--- src/rtl/pipe_pkg.sv ---
// ---------------------------------------------------------------------------
// pipe_pkg
// Shared definitions for the 5-stage pipeline control path.
//   md_state_t : multdiv sequencer states (RUN, MD_BUSY, MD_DONE)
//   REG_AW_DEF : default register-address width
//   NOP_INSN   : encoding the pipeline latches load when a bubble/flush is set
//                (addi x0, x0, 0)
// ---------------------------------------------------------------------------
package pipe_pkg;

   localparam int          REG_AW_DEF = 5;
   localparam logic [31:0] NOP_INSN   = 32'h00000013;

   typedef enum logic [1:0] {
      RUN     = 2'd0,
      MD_BUSY = 2'd1,
      MD_DONE = 2'd2
   } md_state_t;

endpackage

--- src/rtl/hazard_detect.sv ---
// ---------------------------------------------------------------------------
// hazard_detect
// Purely combinational load-use comparator. Flags when the instruction in D
// reads a register that the load currently in X has not yet produced.
// Writes to x0 never create a dependency.
// Ports:
//   i_d_rs1, i_d_rs2         source registers of the D instruction
//   i_d_use_rs1, i_d_use_rs2 D instruction actually reads that source
//   i_x_rd                   destination register of the X instruction
//   i_x_is_load              X instruction is a load
//   o_load_use               load-use hazard present
// ---------------------------------------------------------------------------
module hazard_detect
   import pipe_pkg::*;
#(
   parameter int REG_AW = REG_AW_DEF
) (
   input  logic [REG_AW-1:0] i_d_rs1,
   input  logic [REG_AW-1:0] i_d_rs2,
   input  logic              i_d_use_rs1,
   input  logic              i_d_use_rs2,
   input  logic [REG_AW-1:0] i_x_rd,
   input  logic              i_x_is_load,
   output logic              o_load_use
);

   logic w_rd_nonzero;
   logic w_hit_rs1;
   logic w_hit_rs2;

   assign w_rd_nonzero = (i_x_rd != '0);
   assign w_hit_rs1    = i_d_use_rs1 && (i_d_rs1 == i_x_rd);
   assign w_hit_rs2    = i_d_use_rs2 && (i_d_rs2 == i_x_rd);
   assign o_load_use   = i_x_is_load && w_rd_nonzero && (w_hit_rs1 || w_hit_rs2);

endmodule

--- src/rtl/pipeline_hazard_ctrl.sv ---
// ---------------------------------------------------------------------------
// pipeline_hazard_ctrl
// Central stall/flush sequencer for the 5-stage pipeline. Drives the PC
// enable and the enable/NOP controls of the F/D, D/X and X/M latches for
// load-use hazards, taken branches resolved in X and fixed-latency multdiv
// operations occupying X. State updates on posedge; outputs are
// combinational so they settle before the latches capture on the falling
// edge.
// Optional build macro: HAZ_STALL_CNT_EN adds stall_cycles/flush_events
// saturating performance counters.
// Ports:
//   clock, reset (async, active-low)
//   d_rs1, d_rs2, d_use_rs1, d_use_rs2   D-stage source operands
//   x_rd, x_is_load, x_is_md, x_br_taken X-stage instruction info
//   pc_en, fd_en, dx_en                  capture enables
//   fd_flush, dx_bubble, xm_bubble       load-NOP controls
//   md_start, md_busy                    multdiv handshake
//   stall_cycles, flush_events           (HAZ_STALL_CNT_EN only)
// ---------------------------------------------------------------------------
module pipeline_hazard_ctrl
   import pipe_pkg::*;
#(
   parameter int REG_AW = REG_AW_DEF,
   parameter int MD_LAT = 33
) (
   input  logic              clock,
   input  logic              reset,
   input  logic [REG_AW-1:0] d_rs1,
   input  logic [REG_AW-1:0] d_rs2,
   input  logic              d_use_rs1,
   input  logic              d_use_rs2,
   input  logic [REG_AW-1:0] x_rd,
   input  logic              x_is_load,
   input  logic              x_is_md,
   input  logic              x_br_taken,
   output logic              pc_en,
   output logic              fd_en,
   output logic              dx_en,
   output logic              fd_flush,
   output logic              dx_bubble,
   output logic              xm_bubble,
   output logic              md_start,
   output logic              md_busy
`ifdef HAZ_STALL_CNT_EN
   ,
   output logic [31:0]       stall_cycles,
   output logic [31:0]       flush_events
`endif
);

   // Busy cycles between the start cycle and the done cycle.
   localparam logic [7:0] MD_BUSY_CNT = 8'(MD_LAT - 2);

   md_state_t  r_state;
   md_state_t  w_state_nxt;
   logic [7:0] r_md_cnt;
   logic [7:0] w_md_cnt_nxt;

   logic w_load_use;
   logic w_pc_en;
   logic w_fd_en;
   logic w_dx_en;
   logic w_fd_flush;
   logic w_dx_bubble;
   logic w_xm_bubble;
   logic w_md_start;
   logic w_md_busy;

   hazard_detect #(
      .REG_AW (REG_AW)
   ) u_hazard_detect (
      .i_d_rs1     (d_rs1),
      .i_d_rs2     (d_rs2),
      .i_d_use_rs1 (d_use_rs1),
      .i_d_use_rs2 (d_use_rs2),
      .i_x_rd      (x_rd),
      .i_x_is_load (x_is_load),
      .o_load_use  (w_load_use)
   );

   always_ff @(posedge clock or negedge reset) begin
      if (!reset) begin
         r_state  <= RUN;
         r_md_cnt <= '0;
      end else begin
         r_state  <= w_state_nxt;
         r_md_cnt <= w_md_cnt_nxt;
      end
   end

   always_comb begin
      w_state_nxt  = r_state;
      w_md_cnt_nxt = r_md_cnt;
      w_pc_en      = 1'b1;
      w_fd_en      = 1'b1;
      w_dx_en      = 1'b1;
      w_fd_flush   = 1'b0;
      w_dx_bubble  = 1'b0;
      w_xm_bubble  = 1'b0;
      w_md_start   = 1'b0;
      w_md_busy    = 1'b0;

      case (r_state)
         RUN: begin
            if (x_is_md) begin
               w_md_start   = 1'b1;
               w_pc_en      = 1'b0;
               w_fd_en      = 1'b0;
               w_dx_en      = 1'b0;
               w_xm_bubble  = 1'b1;
               w_md_cnt_nxt = MD_BUSY_CNT;
               // With the minimum latency there are no busy cycles at all.
               w_state_nxt  = (MD_LAT == 2) ? MD_DONE : MD_BUSY;
            end else if (x_br_taken) begin
               w_fd_flush  = 1'b1;
               w_dx_bubble = 1'b1;
            end else if (w_load_use) begin
               w_pc_en     = 1'b0;
               w_fd_en     = 1'b0;
               w_dx_bubble = 1'b1;
            end
         end

         MD_BUSY: begin
            w_md_busy    = 1'b1;
            w_pc_en      = 1'b0;
            w_fd_en      = 1'b0;
            w_dx_en      = 1'b0;
            w_xm_bubble  = 1'b1;
            w_md_cnt_nxt = r_md_cnt - 8'd1;
            // Counter holds the busy cycles still to go including this one;
            // the last busy cycle hands over to the done cycle.
            if (r_md_cnt <= 8'd1) begin
               w_state_nxt = MD_DONE;
            end
         end

         MD_DONE: begin
            // x_is_md is still high here but belongs to the finishing
            // instruction, so no restart is issued.
            w_state_nxt = RUN;
            if (x_br_taken) begin
               w_fd_flush  = 1'b1;
               w_dx_bubble = 1'b1;
            end else if (w_load_use) begin
               w_pc_en     = 1'b0;
               w_fd_en     = 1'b0;
               w_dx_bubble = 1'b1;
            end
         end

         default: begin
            w_state_nxt = RUN;
         end
      endcase
   end

   // Everything is forced low while reset is held, independent of inputs.
   assign pc_en     = reset & w_pc_en;
   assign fd_en     = reset & w_fd_en;
   assign dx_en     = reset & w_dx_en;
   assign fd_flush  = reset & w_fd_flush;
   assign dx_bubble = reset & w_dx_bubble;
   assign xm_bubble = reset & w_xm_bubble;
   assign md_start  = reset & w_md_start;
   assign md_busy   = reset & w_md_busy;

`ifdef HAZ_STALL_CNT_EN
   logic [31:0] r_stall_cycles;
   logic [31:0] r_flush_events;

   always_ff @(posedge clock or negedge reset) begin
      if (!reset) begin
         r_stall_cycles <= '0;
         r_flush_events <= '0;
      end else begin
         if (!pc_en && (r_stall_cycles != 32'hFFFF_FFFF)) begin
            r_stall_cycles <= r_stall_cycles + 32'd1;
         end
         if (fd_flush && (r_flush_events != 32'hFFFF_FFFF)) begin
            r_flush_events <= r_flush_events + 32'd1;
         end
      end
   end

   assign stall_cycles = r_stall_cycles;
   assign flush_events = r_flush_events;
`endif

endmodule

--- config.mk ---
export PLATFORM = sky130hd
export DESIGN_NAME = pipeline_hazard_ctrl
export DESIGN_NICKNAME = d
export VERILOG_FILES = /design/src/rtl/pipe_pkg.sv /design/src/rtl/hazard_detect.sv /design/src/rtl/pipeline_hazard_ctrl.sv
export SDC_FILE = /design/constraint.sdc
export NUM_CORES = 1
export LEC_CHECK = 0
export CORE_AREA = 2 2 48 50
export DETAILED_ROUTE_END_ITERATION = 6
export DIE_AREA = 0 0 50 52
export DONT_BUFFER_PORTS = 1
export GPL_TIMING_DRIVEN = 0
export PLACE_DENSITY = 0.53
export SLEW_MARGIN = 20
export SYNTH_ARGS = -nofsm -noshare
export SYNTH_HDL_FRONTEND = slang
export SYNTH_SLANG_ARGS = --single-unit
--- constraint.sdc ---
create_clock -name clock -period 1.4 [get_ports clock]
set_input_delay 0.21 -clock clock [delete_from_list [all_inputs] [get_ports clock]]
set_output_delay 0.21 -clock clock [all_outputs]
set_load 0.005 [all_outputs]
* Word-level counts from Yosys, hierarchy flattened
Index checks and enable logic that the tools add are counted.
** Word-level totals
- Flip-flop bits (word level) :: 10
- Input port bits :: 22
** Operators by class
- $add $sub $neg :: 1
- Order comparisons :: 1
- Eq/ne operators :: 6
- Mux-type cells :: 22
- Bitwise operators :: 7
- Reduce and logical (&&, ||, !) cells :: 10
** Operators with widths (number)
- $pmux 8 s2 :: 1
- $mux 1 :: 12
- $eq 5x5->1 :: 2
- $le 8x1->1 const B :: 1
- $mux 8 :: 1
- $pmux 1 s2 :: 4
- $sub 8x1->8 const B :: 1
- $and 1x1->1 :: 7
- $reduce_bool 5->1 :: 1
- $logic_and 1x1->1 :: 4
- $mux 2 :: 2
- $ne 2x2->1 const B :: 2
- $pmux 2 s2 :: 1
- $reduce_and 2->1 :: 2
- $pmux 1 s3 :: 1
- $eq 2x1->1 const B :: 1
- $eq 2x2->1 const B :: 1
- $logic_not 2->1 :: 1
- $reduce_bool 2->1 :: 1
- $logic_or 1x1->1 :: 1

* Longest topological paths before layout
- Word-level depth :: 9
- Depth in mapped cells :: 5
- Gate-level depth less buffers :: 5

* By module
A second synthesis with hierarchy kept.
** Unflattened totals
- Cell total of the unflattened synthesis :: 82
- Area total of the unflattened synthesis :: 764.5 µm²
** By module, submodules not included
- pipeline_hazard_ctrl :: times used 1, cells each 65, area each 630.6 µm²
- hazard_detect :: times used 1, cells each 17, area each 133.9 µm²

* Worst setup path before layout
No wires, ideal clock.
- Path kind :: input to output
- Start point :: input port x_rd[4]
- End point :: output port pc_en
- Arrival :: 1289 ps
- Data required time :: 1190 ps
- Slack :: -99 ps
- Stages :: 5
- Cell sequence :: xor2_1 -> nor4_2 -> a32oi_1 -> o41a_1 -> buf_4
** On the way
- Cells in the longest elaborated chain, start to end :: 9
** Ends and longest elaborated chain
- start: declaration :: RTL line pipeline_hazard_ctrl.sv:32 : input logic [REG_AW-1:0] x_rd,
- $eq 5x5->1 (on tied branches) :: RTL line hazard_detect.sv:32, hazard_detect.sv:33
- $logic_and 1x1->1 (on tied branches) :: RTL line hazard_detect.sv:32, hazard_detect.sv:33
- $logic_or 1x1->1 :: RTL line hazard_detect.sv:34 : assign o_load_use = i_x_is_load && w_rd_nonzero && (w_hit_rs1 || w_hit_rs2);
- $logic_and 1x1->1 * :: RTL line hazard_detect.sv:34
- $mux 1 * (2 in a row)
- $mux 1
- $pmux 1 s3 *
- $and 1x1->1 *
- end: declaration :: RTL line pipeline_hazard_ctrl.sv:36 : output logic pc_en,
Every way passes the cells marked *; elsewhere a longest branch is shown, timed or not.

* Final worst setup path
Same ends and word-level chain as after synthesis.

==> results.py <==
metrics = {
    "run_status": {
        "outcome": "finished, violations left",
        "violations": "setup timing",
    },
    "timing": {
        "setup_viol": 3,
        "rsz0062_at_grt": "yes",
        "slew_violations": 0,
        "period_share_pct": 118,
        "fmax_mhz": 604,
        "hold_viol_final": 0,
        "fin_crit_ns": 1.65,
        "setup_slack_ns": -0.255,
        "tightest_slew_ns": 0.468,
        "finalClockSkew_ns": 0.00375,
        "slew_headroom_pct": 68.7,
    },
    "pwr": {
        "pwr-share-comb_pct": 37.2,
        "ir_drop_mv": 0.732,
        "pwr-share-clk_pct": 19.4,
        "total_power_mw": 1.36,
        "cellLeakagePower_nw": 0.334,
        "p_sw_uw": 552,
        "pwr-share-seq_pct": 43.5,
        "netSwitchingFraction_pct": 40.7,
        "cell_internal_pwr_uw": 804,
        "powerDensity_mw_per_mm2": 1550,
    },
    "synthesis": {
        "yosysTopAreaCellShare_pct": 36.1,
        "syn_area_per_cell_sq_um": 8.89,
        "syn_inst": 78,
        "ys_seq_area_share_pct": 36.1,
        "async_flop_share_pct": 100,
        "synth_edf_count": 0,
        "synth_top_area_cell": "dfrtp_1",
        "yosysMostFrequentCell": "dfrtp_1",
        "ys_ff_latch": 10,
        "syn_nets": 102,
        "synth_cell_types": 28,
        "synth_area_leaders": "dfrtp_1 (36%), xor2_1 (11%), nor4_1 (4.5%), o21ai_0 (4.3%), nor2_1 (3.8%)",
        "synth_commonest_cells": "dfrtp_1 (10), xor2_1 (9), nor2_1 (7)",
        "synth_top_flop_cell": "dfrtp_1",
        "synth_area_sq_um": 693,
        "yosys_warnings": 0,
    },
    "worst_setup_path": {
        "critical-path-top-delay-family": "compound AO/OA/AOI/OAI gates",
        "critical_path_class": "in -> out",
        "rr_worst_depth": 4,
        "startpoint_type": "input pin",
        "path_max_fanout": 3,
        "cpPeakStageDelay_ns": 0.44,
        "cp.arrival_ns": 1.44,
        "critPathRequiredTime_ns": 1.19,
        "rr_startpoint": "r_md_cnt[3]",
        "regToRegSetupSlack_ns": 0.03,
        "reg2reg_to": "r_md_cnt[7]",
        "worstPathCellList": "xor2_1 > nor4_2 > a32oi_1 > o41a_1 > buf_4",
        "crit_slowest_cell": "o41a_1",
        "critPathCaptureType": "primary output",
        "crit_buf_inv": 1,
        "startpoint": "x_rd[4]",
    },
    "place": {
        "port_buffers": 0,
        "place_ws_ns": -0.228,
        "hpwl_um": 1200,
        "dpl_cell_area_sq_um": 728,
        "globalplace.congestion": 0.772,
    },
    "cells_and_area": {
        "nets": 111,
        "areaGrowthSynthToFinish_pct": 26.2,
        "n_antenna_cell": 0,
        "drive_above_1_share_pct": 27.9,
        "fillers": 211,
        "postLayoutCellArea_sq_um": 875,
    },
    "cts": {
        "cts.sinks": 10,
        "cts_root_buf": "clkbuf_4",
        "insertion_delay_ns": 0.27,
        "path_clk_slew_ns": 0.06,
        "clockBufferDepth": 2,
        "cts_tree": "yes",
        "htreeDepth": 1,
        "cts_made_buffers": 3,
    },
    "worst_hold_path": {
        "min_to": "r_md_cnt[0]",
        "min_from": "x_is_md",
        "holdCritPathClass": "in -> reg",
        "holdPathStages": 3,
    },
    "grt": {
        "grt_usage_pct": 13.0,
        "grt_overflow": 0,
        "grt_pass1_vias": 593,
        "antenna_found_initial": 0,
        "grt_max_degree": 11,
        "grt_pass1_wl_um": 2580,
    },
    "floorplan": {
        "start_util_pct": 32.9,
        "std_cell_rows": 17,
        "die_h_um": 52,
        "fp.dieArea_sq_mm": 0.00260,
        "die_x_um": 50,
        "coreArea_sq_mm": 0.00211,
        "ioPinCount": 30,
    },
    "routing": {
        "routed_wl_um": 1680,
        "vias": 615,
        "drtIter0Drc": 10,
        "drtAntennaViolNets": 0,
        "avgViaCountPerCell": 5.39,
        "wl_per_cell_um": 14.7,
        "drc_errors": 0,
        "first_pass_iters": 4,
    },
    "run": {
        "cap_viol_max_count": 0,
    },
}
==> how the worst max path moves through the flow <==
| stage | endpoint | slack, ns | cells past startpoint |
|---|---|---|---|
| CTS | dx_bubble | -0.23 | 2 |
| global placement | pc_en | -0.21 | 5 |
| floorplan | pc_en | -0.1 | 5 |
| global route | dx_bubble | -0.33 | 3 |
| finish | pc_en | -0.25 | 5 |
| detailed placement | pc_en | -0.23 | 5 |
==> state kept, by name, summed over array words and instances (netlist names) <==
register and count:
r_md_cnt 8, r_state 2
==> cell usage in the layout, fill, tap and decap left out, types with 3 or more instances in the layout <==
master,instances
dfrtp_1,8
nand3_1,3
buf_4,5
nor2_1,5
o21ai_0,6
clkbuf_4,3
nand2_1,4
inv_1,3
nor4_2,3
a21oi_1,3
xor2_1,9
==> routing by layer <==
metal	vias up	global-route usage [%]	share of wire, %
li1	292	-	-
met1	302	14.9	40
met2	21	22.8	54
met3	0	6.03	6.0
met4	0	1.39	0
met5	-	0	0
==> layout make-up <==
class / instances / area (sq um) / share of cell area (%)
multi-input cells: 63 / 492 / 56.2
flip-flops and latches: 10 / 253 / 28.9
repair buffers: 5 / 40.0 / 4.58
clock buffers: 4 / 36.3 / 4.15
well taps: 28 / 35.0 / 4.01
inverters: 3 / 11.3 / 1.29
plain buffers: 1 / 7.51 / 0.858
==> what timing repair did <==
item | 4_1_cts | 5_1_grt
buffers inserted | 4 | 0
pin swaps | 2 | 1
hold buffers | 1 | 0
hold endpoints to repair | 10 | 0
setup endpoints to repair | 8 | 9
resized for setup | 10 | 7
gates cloned | 0 | 0
==> cells by family (layout without fill, tap and decap cells) <==
family	Yosys count	count (layout)	share of synthesized area [%]
xor+xnor	11	11	13.9
simple gates	34	34	27.6
buf+inv	5	13	3.25
flops	10	10	36.1
mux	2	2	2.89
compound gates	14	14	12.6
fa+ha+maj	2	2	3.61
==> worst min-delay path, stage by stage <==
cell and delay [ns]:
o21ba_4 0.19, nand2_1 0.06, o21ai_0 0.06
==> per-stage QoR <==
stage | TNS [ns] | instances | utilization [%] | hold WS, ns
after floorplan | -0.0994 | 78 | - | -0.0856
after global placement | -0.376 | 106 | 34.6 | -0.0853
after detailed placement | -0.442 | 106 | 34.6 | -0.0852
after CTS | -0.533 | 114 | 40.0 | 0.272
after global routing | -0.958 | 114 | 41.5 | 0.316
final | -0.579 | 114 | 41.5 | 0.293
==> power groups by stage <==
stage               registers [mW]  logic (mW)  clock network [mW]
floorplan                    0.513       0.336                   0
global placement             0.545       0.393                   0
detailed placement           0.550       0.405                   0
CTS                          0.556       0.482               0.273
global route                 0.612       0.566               0.289
finish                       0.590       0.504               0.263
No activity file was read; power rests on OpenSTA's default activity.
